File: config.mk
export PLATFORM = sky130hd
export DESIGN_NAME = sdp_x_mul_core_triosy_multi_obj
export DESIGN_NICKNAME = d
export VERILOG_FILES = /design/src/rtl/sdp_x_triosy_pkg.sv /design/src/rtl/sdp_x_triosy_chan.sv /design/src/rtl/sdp_x_mul_core_triosy_multi_obj.sv
export SDC_FILE = /design/constraint.sdc
export NUM_CORES = 1
export LEC_CHECK = 0
export ABC_CLOCK_PERIOD_IN_PS = 3300
export CORE_UTILIZATION = 57
export CTS_BUF_LIST = sky130_fd_sc_hd__clkbuf_2 sky130_fd_sc_hd__clkbuf_4 sky130_fd_sc_hd__clkbuf_8
export CTS_CLUSTER_SIZE = 10
export DETAILED_ROUTE_END_ITERATION = 6
export DONT_BUFFER_PORTS = 1
export GPL_TIMING_DRIVEN = 0
export HOLD_SLACK_MARGIN = 0.12
export PLACE_DENSITY = 0.8
export SETUP_SLACK_MARGIN = 0.15
export SYNTH_ARGS = -nofsm -noshare
export SYNTH_HDL_FRONTEND = slang
export SYNTH_SLANG_ARGS = --single-unit
export TNS_END_PERCENT = 1
File: constraint.sdc
create_clock -name nvdla_core_clk -period 3.3 [get_ports nvdla_core_clk]
set_input_delay 0.66 -clock nvdla_core_clk [delete_from_list [all_inputs] [get_ports nvdla_core_clk]]
set_output_delay 0.66 -clock nvdla_core_clk [all_outputs]
set_load 0.01 [all_outputs]
File: src/rtl/sdp_x_triosy_pkg.sv
// Shared types and helpers for the SDP X mul core multi-channel triosy object.
package sdp_x_triosy_pkg;

  localparam int LZ_CNT_W = 4;
  localparam int MAX_CH   = 16;

  typedef struct packed {
    logic                bcwt;
    logic [LZ_CNT_W-1:0] lz_cnt;
  } chan_status_t;

  // Channels outside the mask read as complete; unused upper bits are zero in
  // both vectors, so they drop out of the reduction.
  function automatic logic masked_and(input logic [MAX_CH-1:0] v,
                                      input logic [MAX_CH-1:0] m);
    return &(v | ~m);
  endfunction

endpackage

File: src/rtl/sdp_x_triosy_chan.sv
// One triosy channel: held completion, lz stretch down-counter, and the
// optional lz event counter (SDP_TRIOSY_EVT_CNT_EN).
module sdp_x_triosy_chan
  import sdp_x_triosy_pkg::*;
#(
  parameter int LZ_STRETCH = 1,
  parameter int CNT_W      = 8
) (
  input  logic             clk,
  input  logic             rst,
  input  logic             biwt,
  input  logic             bdwt,
`ifdef SDP_TRIOSY_EVT_CNT_EN
  output logic [CNT_W-1:0] evt_cnt,
`endif
  output logic             lz,
  output logic             bawt
);

  // A load value of zero collapses the stretch counter for the legacy strobe.
  localparam logic [LZ_CNT_W-1:0] LZ_LOAD = LZ_CNT_W'(LZ_STRETCH - 1);

  chan_status_t st;

  always_ff @(posedge clk) begin
    if (rst) begin
      st <= '0;
    end else begin
      st.bcwt <= (st.bcwt | biwt) & ~bdwt;
      if (biwt)
        st.lz_cnt <= LZ_LOAD;
      else if (st.lz_cnt != '0)
        st.lz_cnt <= st.lz_cnt - 1'b1;
    end
  end

  assign lz   = ~rst & (biwt | (st.lz_cnt != '0));
  assign bawt = ~rst & (biwt | st.bcwt);

`ifdef SDP_TRIOSY_EVT_CNT_EN
  logic [CNT_W-1:0] cnt;

  always_ff @(posedge clk) begin
    if (rst)
      cnt <= '0;
    else if (biwt && (cnt != '1))
      cnt <= cnt + 1'b1;
  end

  assign evt_cnt = rst ? '0 : cnt;
`endif

endmodule

File: src/rtl/sdp_x_mul_core_triosy_multi_obj.sv
// Multi-channel triosy sync object: per-channel lz/bawt, masked all-complete and
// sticky protocol error. Optional per-channel counters via SDP_TRIOSY_EVT_CNT_EN.
module sdp_x_mul_core_triosy_multi_obj
  import sdp_x_triosy_pkg::*;
#(
  parameter int             NCH        = 4,
  parameter int             LZ_STRETCH = 1,
  parameter logic [NCH-1:0] CH_MASK    = {NCH{1'b1}},
  parameter int             CNT_W      = 8
) (
  input  logic                 nvdla_core_clk,
  input  logic                 nvdla_core_rst,
  input  logic                 core_wen,
  input  logic                 core_wten,
  input  logic [NCH-1:0]       obj_iswt0,
  input  logic [NCH-1:0]       obj_oswt,
`ifdef SDP_TRIOSY_EVT_CNT_EN
  output logic [NCH*CNT_W-1:0] evt_cnt,
`endif
  output logic [NCH-1:0]       triosy_lz,
  output logic [NCH-1:0]       obj_bawt,
  output logic                 all_bawt,
  output logic                 proto_err
);

  logic [NCH-1:0] biwt;
  logic [NCH-1:0] bdwt;
  logic           err_q;
  logic           err_set;

  assign biwt = {NCH{~core_wten}} & obj_iswt0;
  assign bdwt = obj_oswt & {NCH{core_wen}};

  for (genvar i = 0; i < NCH; i++) begin : g_ch
    sdp_x_triosy_chan #(
      .LZ_STRETCH (LZ_STRETCH),
      .CNT_W      (CNT_W)
    ) u_chan (
      .clk     (nvdla_core_clk),
      .rst     (nvdla_core_rst),
      .biwt    (biwt[i]),
      .bdwt    (bdwt[i]),
`ifdef SDP_TRIOSY_EVT_CNT_EN
      .evt_cnt (evt_cnt[i*CNT_W +: CNT_W]),
`endif
      .lz      (triosy_lz[i]),
      .bawt    (obj_bawt[i])
    );
  end

  assign all_bawt = ~nvdla_core_rst
                  & masked_and(MAX_CH'(obj_bawt), MAX_CH'(CH_MASK));

  // Consuming with nothing available, or being told to advance and stall at once.
  assign err_set = (|(bdwt & ~obj_bawt)) | (core_wen & core_wten);

  always_ff @(posedge nvdla_core_clk) begin
    if (nvdla_core_rst)
      err_q <= 1'b0;
    else if (err_set)
      err_q <= 1'b1;
  end

  assign proto_err = ~nvdla_core_rst & err_q;

endmodule
Word-level counts from Yosys, hierarchy flattened
Index checks and enable logic that the tools add are counted.
{ "classes": {"addsub": 4, "bitwise_logic": 34, "n_reduce_logical": 10} }
{ "ops": {"columns": ["operator", "n"], "rows": [
  ["$reduce_bool A4 Y1", 4],
  ["$sub A4 B1 Y4 const B", 4],
  ["$and A1 B1 Y1", 15],
  ["$and A4 B4 Y4", 3],
  ["$or A1 B1 Y1", 9],
  ["$reduce_or A2 Y1", 4],
  ["$not A1 Y1", 6],
  ["$not A4 Y4", 1],
  ["$reduce_and A4 Y1", 1],
  ["$reduce_or A4 Y1", 1]
]} }
{ "totals": {"register_bits": 21, "inputBits": 12} }

Logic depth before layout (Yosys ltp)
Gate-level depths: netlist (run 1).
{ "depth": {"depth_word": 8, "depth_mapped": 7, "ltp_nobuf": 6} }

Modules after synthesis
A second synthesis (run 1) with hierarchy kept.
{ "hier_totals": {"hier_cells": 127, "area_unflattened_um2": 1137.3} }
{ "by_module_without_submodules": {"columns": ["module", "n_inst", "cells_per_inst", "area_per_inst_um2", "seq_area_each_um2"], "rows": [
  ["sdp_x_triosy_chan", 4, 27, 250.2, 100.1],
  ["sdp_x_mul_core_triosy_multi_obj", 1, 19, 136.4, 20.0]
]} }

Worst setup path before layout (run 1)
Ideal clock, no wire load.
{ "synth_timing": {"path_type": "input to output", "start": "input obj_iswt0[1]", "end": "output all_bawt", "t_arrival_ns": 1.408, "path_slack_ns": 1.232, "cell_stages": 3, "n_path_buf": 0, "cell_sequence": "nor2b_1 o21bai_2 nor4_1"} }
{ "synth_via": {"elab_chain_cells": 5} }
{ "synth_lines": {"columns": ["element", "line_no", "text"], "rows": [
  ["from (decl)", "sdp_x_mul_core_triosy_multi_obj.sv:15", "input logic [NCH-1:0] obj_iswt0,"],
  ["$and A4 B4 Y4", "sdp_x_mul_core_triosy_multi_obj.sv:31", "assign biwt = {NCH{~core_wten}} & obj_iswt0;"],
  ["$or A1 B1 Y1", "sdp_x_triosy_chan.sv:38", "assign bawt = ~rst & (biwt | st.bcwt);"],
  ["$and A1 B1 Y1", "sdp_x_triosy_chan.sv:38", null],
  ["$reduce_and A4 Y1", "sdp_x_triosy_pkg.sv:16", "return &(v | ~m);"],
  ["$and A1 B1 Y1", "sdp_x_mul_core_triosy_multi_obj.sv:52", "& masked_and(MAX_CH'(obj_bawt), MAX_CH'(CH_MASK));"],
  ["to (decl)", "sdp_x_mul_core_triosy_multi_obj.sv:22", "output logic all_bawt,"]
]} }
Every way passes these cells.

Worst setup path in the final report (run 1)
{ "layout_timing": {"start": "register g_ch[1].u_chan.st[0] (netlist name)", "end": "output triosy_lz[1]"} }
{ "layout_via": {"elab_chain_cells": 3} }
{ "layout_lines": {"columns": ["element", "line_no", "text"], "rows": [
  ["from (decl)", "sdp_x_triosy_chan.sv:23", "chan_status_t st;"],
  ["$reduce_bool A4 Y1", "sdp_x_triosy_chan.sv:37", "assign lz = ~rst & (biwt | (st.lz_cnt != '0));"],
  ["$or A1 B1 Y1", "sdp_x_triosy_chan.sv:37", null],
  ["$and A1 B1 Y1", "sdp_x_triosy_chan.sv:37", null],
  ["to (decl)", "sdp_x_mul_core_triosy_multi_obj.sv:20", "output logic [NCH-1:0] triosy_lz,"]
]} }
Every way passes these cells.

==> reports/summary.txt, run 1 <==
Outcome: completed
# Post-CTS Setup Buffers: 0
Fill count: 183
Vias in the first global route: 798
Initial drt markers: 8
Gr usage total: 18.7%
Worst R2R End: g_ch[1].u_chan.st[0]
ANT nets after route: 0
CP max FO: 4
Leakage: 0.548 nW
Largest net degree at the start of global routing: 13
Worst Tran Pin Value: 0.501 ns
Hold wc startpoint: obj_oswt[2]
Most common cell after layout, fill and taps aside: nor2_1
CP Capture Type: output pin
Layout area overhead: 5.25%
Yosys warns: 0
Syn_area_per_cell: 8.53 um2
Worst path arrival time: 1.67 ns
Leading area contributor after synthesis: dfxtp_1
Die Width: 47.3 um
First-pass GRT wire length: 3.01 mm
# hold bufs at CTS: 0
Fmax: 0.429 GHz
Worst reg2reg startpoint: g_ch[1].u_chan.st[0]
Compound-Gate Fraction of Synth Area: 15.6%
Initial Util: 60.2%
DP Wirelength: 1.56 mm
Hold WC Path Type: primary input to flop
ANT cells: 0
Post-Syn Instances: 137
Total grt overflow: 0
Reg2reg setup slack: 1.92 ns
Critical path endpoint: triosy_lz[1]
Mux cell area share after synthesis: 3.85%
Register area share after synthesis: 36.0%
Mapped cell area: 1170 um2
CP max stage delay: 0.41 ns
Mapped Nets: 157
I/O Pins: 22
Flip-flop and latch area: 420 um2
Area of the core: 1940 um2
Post-synthesis xor/xnor area fraction: 3.00%
Max-cap viol count: 0
Die Span Y: 47.3 um
Via count: 875
Post-synth top area share: 36.0%
Die area: 2240 um2
CTS tree: done
RSZ-0062 raised after global routing: no
Post-synthesis simple-gate area fraction: 21.8%
H-Tree Depth: 1
CP bufs+invs: 3
Final Wtd Congestion: 0.824
R2R depth: 6
Clock latency at the later pin of the worst-skew pair: 0.30 ns
Worst-case clock buffer depth: 2
PortBufs: 0
Setup Total Neg Slack: 0 ns
Crit path from: g_ch[1].u_chan.st[0]
Adder-Cell Fraction of Synth Area: 8.57%
Largest family of logic cells by synthesized area: simple AND/OR/NAND/NOR gates
Commonest non-fill, non-tap cells in the layout: nor2_1 (24), dfxtp_1 (21), inv_1 (16)
Total clock sinks: 21
WL final: 1.94 mm
Routed len/inst: 11.6 um
Pwr Density: 1040 nW/um2
Top post-synthesis cells by area: dfxtp_1 (36%), ha_1 (8.6%), nor2_1 (7.7%)
WP depth: 7
Worst-path cell chain: inv_1 -> ha_1 -> inv_1 -> or3_1 -> nor2_1 -> nor2_1 -> buf_4
Unique masters post-synth: 27
Initial antenna violation count: 0
Skew final: 0.00130 ns
# DRC: 0
# setup viols final: 0
CTS buffer count: 3
Layout cell share with drive strength beyond 1: 19.9%
Site Rows: 16
CP delay by family, top: simple AND/OR/NAND/NOR gates
Worst setup SP type: flop
Pre-antenna DRT Iters: 4
Slew headroom: 66.3%
Max-slew violation count: 0
Vias per inst: 5.21
Clock transition at the registers of the reported paths: 0.12 ns
Final min period: 2.33 ns
Peak supply drop: 0.636 mV
Setup Crit Path Kind: flop to output pin
WP data required: 2.64 ns
Endpoints failing hold: 0
Hold slack final: 0.428 ns
Tcrit/Tclk final: 70.7%
Multi-input gate area: 618 um2
Post-cts gate resize count: 0
CTS Root Buffer Type: clkbuf_4
Fin nets: 162
Seq cells post-synth: 21
Worst path slowest cell: or3_1
==> synthesized netlist by cell type (all sizes together) <==
library cell / count
a21o: 1
a31oi: 1
inv: 16
or2: 4
o21ai: 4
mux2: 4
ha: 8
nor2: 24
nor3: 4
a41oi: 1
nor2b: 5
dfxtp: 21
a21boi: 1
nand3: 3
o21bai: 4
buf: 10
a21oi: 8
o22ai: 1
nor4: 1
xnor2: 4
or3: 8
a211oi: 4
==> power breakdown <==
| group | switching (mW) | leakage (nW) | internal (mW) | total [mW] |
|---|---|---|---|---|
| Combinational | 0.375 | 0.357 | 0.367 | 0.741 |
| Clock | 0.0803 | 0.0177 | 0.0453 | 0.126 |
| Sequential | 0.0698 | 0.173 | 0.346 | 0.416 |
==> flip-flops by register name, summed over array words and instances, names as in the netlist <==
register,cells
g_ch.u_chan.st,20
err_q,1
==> worst min path at each step <==
stage | cells past startpoint | end | slack [ns]
4_1_cts | 1 | g_ch[0].u_chan.st[4] | 0.43
2_1_floorplan | 2 | g_ch[3].u_chan.st[1] | 0.48
6_report | 1 | g_ch[2].u_chan.st[4] | 0.43
3_5_place_dp | 2 | g_ch[3].u_chan.st[1] | 0.50
3_3_place_gp | 2 | g_ch[3].u_chan.st[1] | 0.49
5_1_grt | 1 | g_ch[2].u_chan.st[4] | 0.41
==> logic make-up after synthesis <==
logic type / after synthesis
compound gates: 25
flops: 21
mux: 4
xor+xnor: 4
fa+ha+maj: 8
buf+inv: 26
simple gates: 49
==> layout make-up <==
cell class / instances / area share [%]
Tap cell: 27 / 2.75
Clock buffer: 3 / 1.83
Inverter: 16 / 4.88
Multi-Input combinational cell: 90 / 50.3
Buffer: 10 / 5.70
Sequential cell: 21 / 34.2
Clock inverter: 1 / 0.407
==> through the flow <==
| stage | cell area (um2) | std cells | power (mW) | setup slack (ns) | utilization [%] |
|---|---|---|---|---|---|
| finish | 1230 | 168 | 1.28 | 0.967 | 63.3 |
| global route | 1230 | 168 | 1.42 | 0.856 | 63.3 |
| floorplan | 1170 | 137 | 1.04 | 1.23 | - |
| global placement | 1200 | 164 | 1.11 | 1.17 | 61.9 |
| CTS | 1230 | 168 | 1.29 | 0.959 | 63.3 |
| detailed placement | 1200 | 164 | 1.17 | 1.16 | 61.9 |
==> per-layer routing <==
layer	vias up	wire length, um	GRT usage, %
li1	456	-	-
met1	393	845	23.8
met2	22	947	30.4
met3	4	125	5.38
met4	0	25	5.71
met5	-	0	0
Note: power is estimated with default switching activity, not from simulation.
==> inputs of run 2 (changes only) <==
--- a/config.mk
+++ b/config.mk
@@ -5,7 +5,7 @@
 export SDC_FILE = /design/constraint.sdc
 export NUM_CORES = 1
 export LEC_CHECK = 0
-export ABC_CLOCK_PERIOD_IN_PS = 3300
+export ABC_CLOCK_PERIOD_IN_PS = 2100
 export CORE_UTILIZATION = 57
 export CTS_BUF_LIST = sky130_fd_sc_hd__clkbuf_2 sky130_fd_sc_hd__clkbuf_4 sky130_fd_sc_hd__clkbuf_8
 export CTS_CLUSTER_SIZE = 10
@@ -13,7 +13,7 @@
 export DONT_BUFFER_PORTS = 1
 export GPL_TIMING_DRIVEN = 0
 export HOLD_SLACK_MARGIN = 0.12
-export PLACE_DENSITY = 0.8
+export PLACE_DENSITY = 0.83
 export SETUP_SLACK_MARGIN = 0.15
 export SYNTH_ARGS = -nofsm -noshare
 export SYNTH_HDL_FRONTEND = slang
==> constraint.sdc (replaced) <==
create_clock -name nvdla_core_clk -period 2.1 [get_ports nvdla_core_clk]
set_input_delay 0.42 -clock nvdla_core_clk [delete_from_list [all_inputs] [get_ports nvdla_core_clk]]
set_output_delay 0.42 -clock nvdla_core_clk [all_outputs]
set_load 0.01 [all_outputs]
==> reports/summary.txt, run 2 (synthesized netlist as in run 1, its figures left out) <==
CP max FO: 2 (-2)
Max-slew violation count: 0 (unchanged)
Die Width: 47.3 um (unchanged)
CP Capture Type: output pin
Setup Crit Path Kind: flop to output pin
WP data required: 1.68 ns (-0.96 ns)
Pre-antenna DRT Iters: 4 (unchanged)
Setup Total Neg Slack: 0 ns (unchanged)
Clock transition at the registers of the reported paths: 0.11 ns (about the same)
Worst-case clock buffer depth: 2 (unchanged)
Max FFs per register: 20 (unchanged)
# hold bufs at CTS: 0 (unchanged)
Clock latency at the later pin of the worst-skew pair: 0.30 ns (about the same)
Leakage: 0.674 nW (+23%)
Total clock sinks: 21 (unchanged)
CTS tree: done
Gr usage total: 27.2% (+8.5 points)
Skew final: 0.00425 ns (+0.00295 ns)
Final Wtd Congestion: 0.799 (-3.0%)
Max-cap viol count: 0 (unchanged)
H-Tree Depth: 1 (unchanged)
Largest registers: g_ch.u_chan.st x20, err_q x1
Dpl ws: 0.375 ns (-0.785 ns)
Vias in the first global route: 1028 (+29%)
Layout cell share with drive strength beyond 1: 48.2% (+28 points)
Final min period: 1.98 ns
Routed len/inst: 15.3 um (+33%)
Most common cell after layout, fill and taps aside: buf_4
Endpoints failing hold: 0 (unchanged)
Outcome: completed
Final worst setup slack: 0.119 ns (-0.848 ns)
Pwr Density: 1870 nW/um2 (+79%)
Via count: 1054 (+20%)
Worst path arrival time: 1.56 ns (-0.11 ns)
Fin nets: 187 (+15%)
Site Rows: 16 (unchanged)
PortBufs: 0 (unchanged)
Vias per inst: 5.46 (+4.9%)
DP Wirelength: 1.60 mm (+2.6%)
CTS buffer count: 3 (unchanged)
Die Span Y: 47.3 um (unchanged)
Worst Tran Pin Value: 0.580 ns (+0.0793 ns)
RSZ-0062 raised after global routing: yes
Fmax: 0.505 GHz
# DRC: 0 (unchanged)
Worst setup SP type: flop
Initial drt markers: 34 (+26)
Commonest non-fill, non-tap cells in the layout: buf_4 (33), nor2_1 (20), dfxtp_1 (13)
Hold WC Path Type: primary input to flop
Initial Util: 60.2% (unchanged)
ANT cells: 0 (unchanged)
ANT nets after route: 0 (unchanged)
Layout area overhead: 28.2%
Die area: 2240 um2 (unchanged)
Peak supply drop: 1.27 mV (+100%)
Slew headroom: 61.0% (-5.3 points)
Largest net degree at the start of global routing: 13 (unchanged)
Area of the core: 1940 um2 (unchanged)
Most flop-heavy register: g_ch.u_chan.st
First-pass GRT wire length: 4.12 mm (+37%)
Total grt overflow: 0 (unchanged)
Tcrit/Tclk final: 94.3%
# setup viols final: 0 (unchanged)
CTS Root Buffer Type: clkbuf_4
WL final: 2.96 mm (+52%)
I/O Pins: 22 (unchanged)
Initial antenna violation count: 0 (unchanged)
-- run 2: timing repair --
item	4_1_cts	5_1_grt
endpoints found under the setup margin	4	4
resized for setup	27	5
buffers inserted	16	9
gates cloned	0	0
pin swaps	13	12
-- run 2: layer usage --
| layer | vias to the layer above | part of all wire, % | global-route usage [%] |
|---|---|---|---|
| met5 | - | 0 | 0 |
| met4 | 0 | 1.9 | 16.0 |
| met2 | 38 | 58 | 50.1 |
| li1 | 508 | - | - |
| met1 | 499 | 34 | 27.9 |
| met3 | 9 | 6.0 | 5.38 |
-- run 2: worst max-delay path: stages (launching register included) --
cell     delay [ns]
dfxtp_2        0.35
inv_2          0.08
ha_4           0.13
inv_2          0.03
or3_4          0.37
nor2_2         0.10
nor2_1         0.06
buf_4          0.15
-- run 2: worst paths after layout --
check | cells after the start | endpoint | slack (ns) | startpoint
worst min-delay path | 1 | g_ch[0].u_chan.st[4] | 0.21 | obj_oswt[0]
worst min register to register | 2 | g_ch[1].u_chan.st[3] | 0.57 | g_ch[1].u_chan.st[3]
worst max register to register | 8 | g_ch[0].u_chan.st[0] | 0.60 | g_ch[0].u_chan.st[0]
worst max-delay path | 7 | triosy_lz[2] | 0.12 | g_ch[2].u_chan.st[1]
-- run 2: report_power, final --
part | switching [mW] | internal, mW
clock network | 0.119 | 0.0709
logic | 0.866 | 1.07
registers | 0.109 | 0.561
-- run 2: layout make-up --
| class | count | area [um2] |
|---|---|---|
| Inverter | 16 | 60.1 |
| Tap cell | 27 | 33.8 |
| Timing Repair Buffer | 25 | 188 |
| Sequential cell | 21 | 430 |
| Multi-Input combinational cell | 90 | 688 |
| Buffer | 10 | 70.1 |
| Clock buffer | 3 | 22.5 |
| Clock inverter | 1 | 5.00 |
| Fill cell | 114 | 444 |
-- run 2: stage by stage --
| stage | cell area (um2) | hold WS (ns) | utilization, % | power [mW] | std cells |
|---|---|---|---|---|---|
| after detailed placement | 1200 | 0.506 | 61.9 | 1.84 | 164 |
| final | 1500 | 0.206 | 77.1 | 2.80 | 193 |
| after floorplan | 1170 | 0.479 | - | 1.64 | 137 |
| after global placement | 1200 | 0.489 | 61.9 | 1.75 | 164 |
| after global routing | 1500 | 0.171 | 77.1 | 3.01 | 193 |
| after CTS | 1420 | 0.190 | 73.0 | 2.53 | 184 |
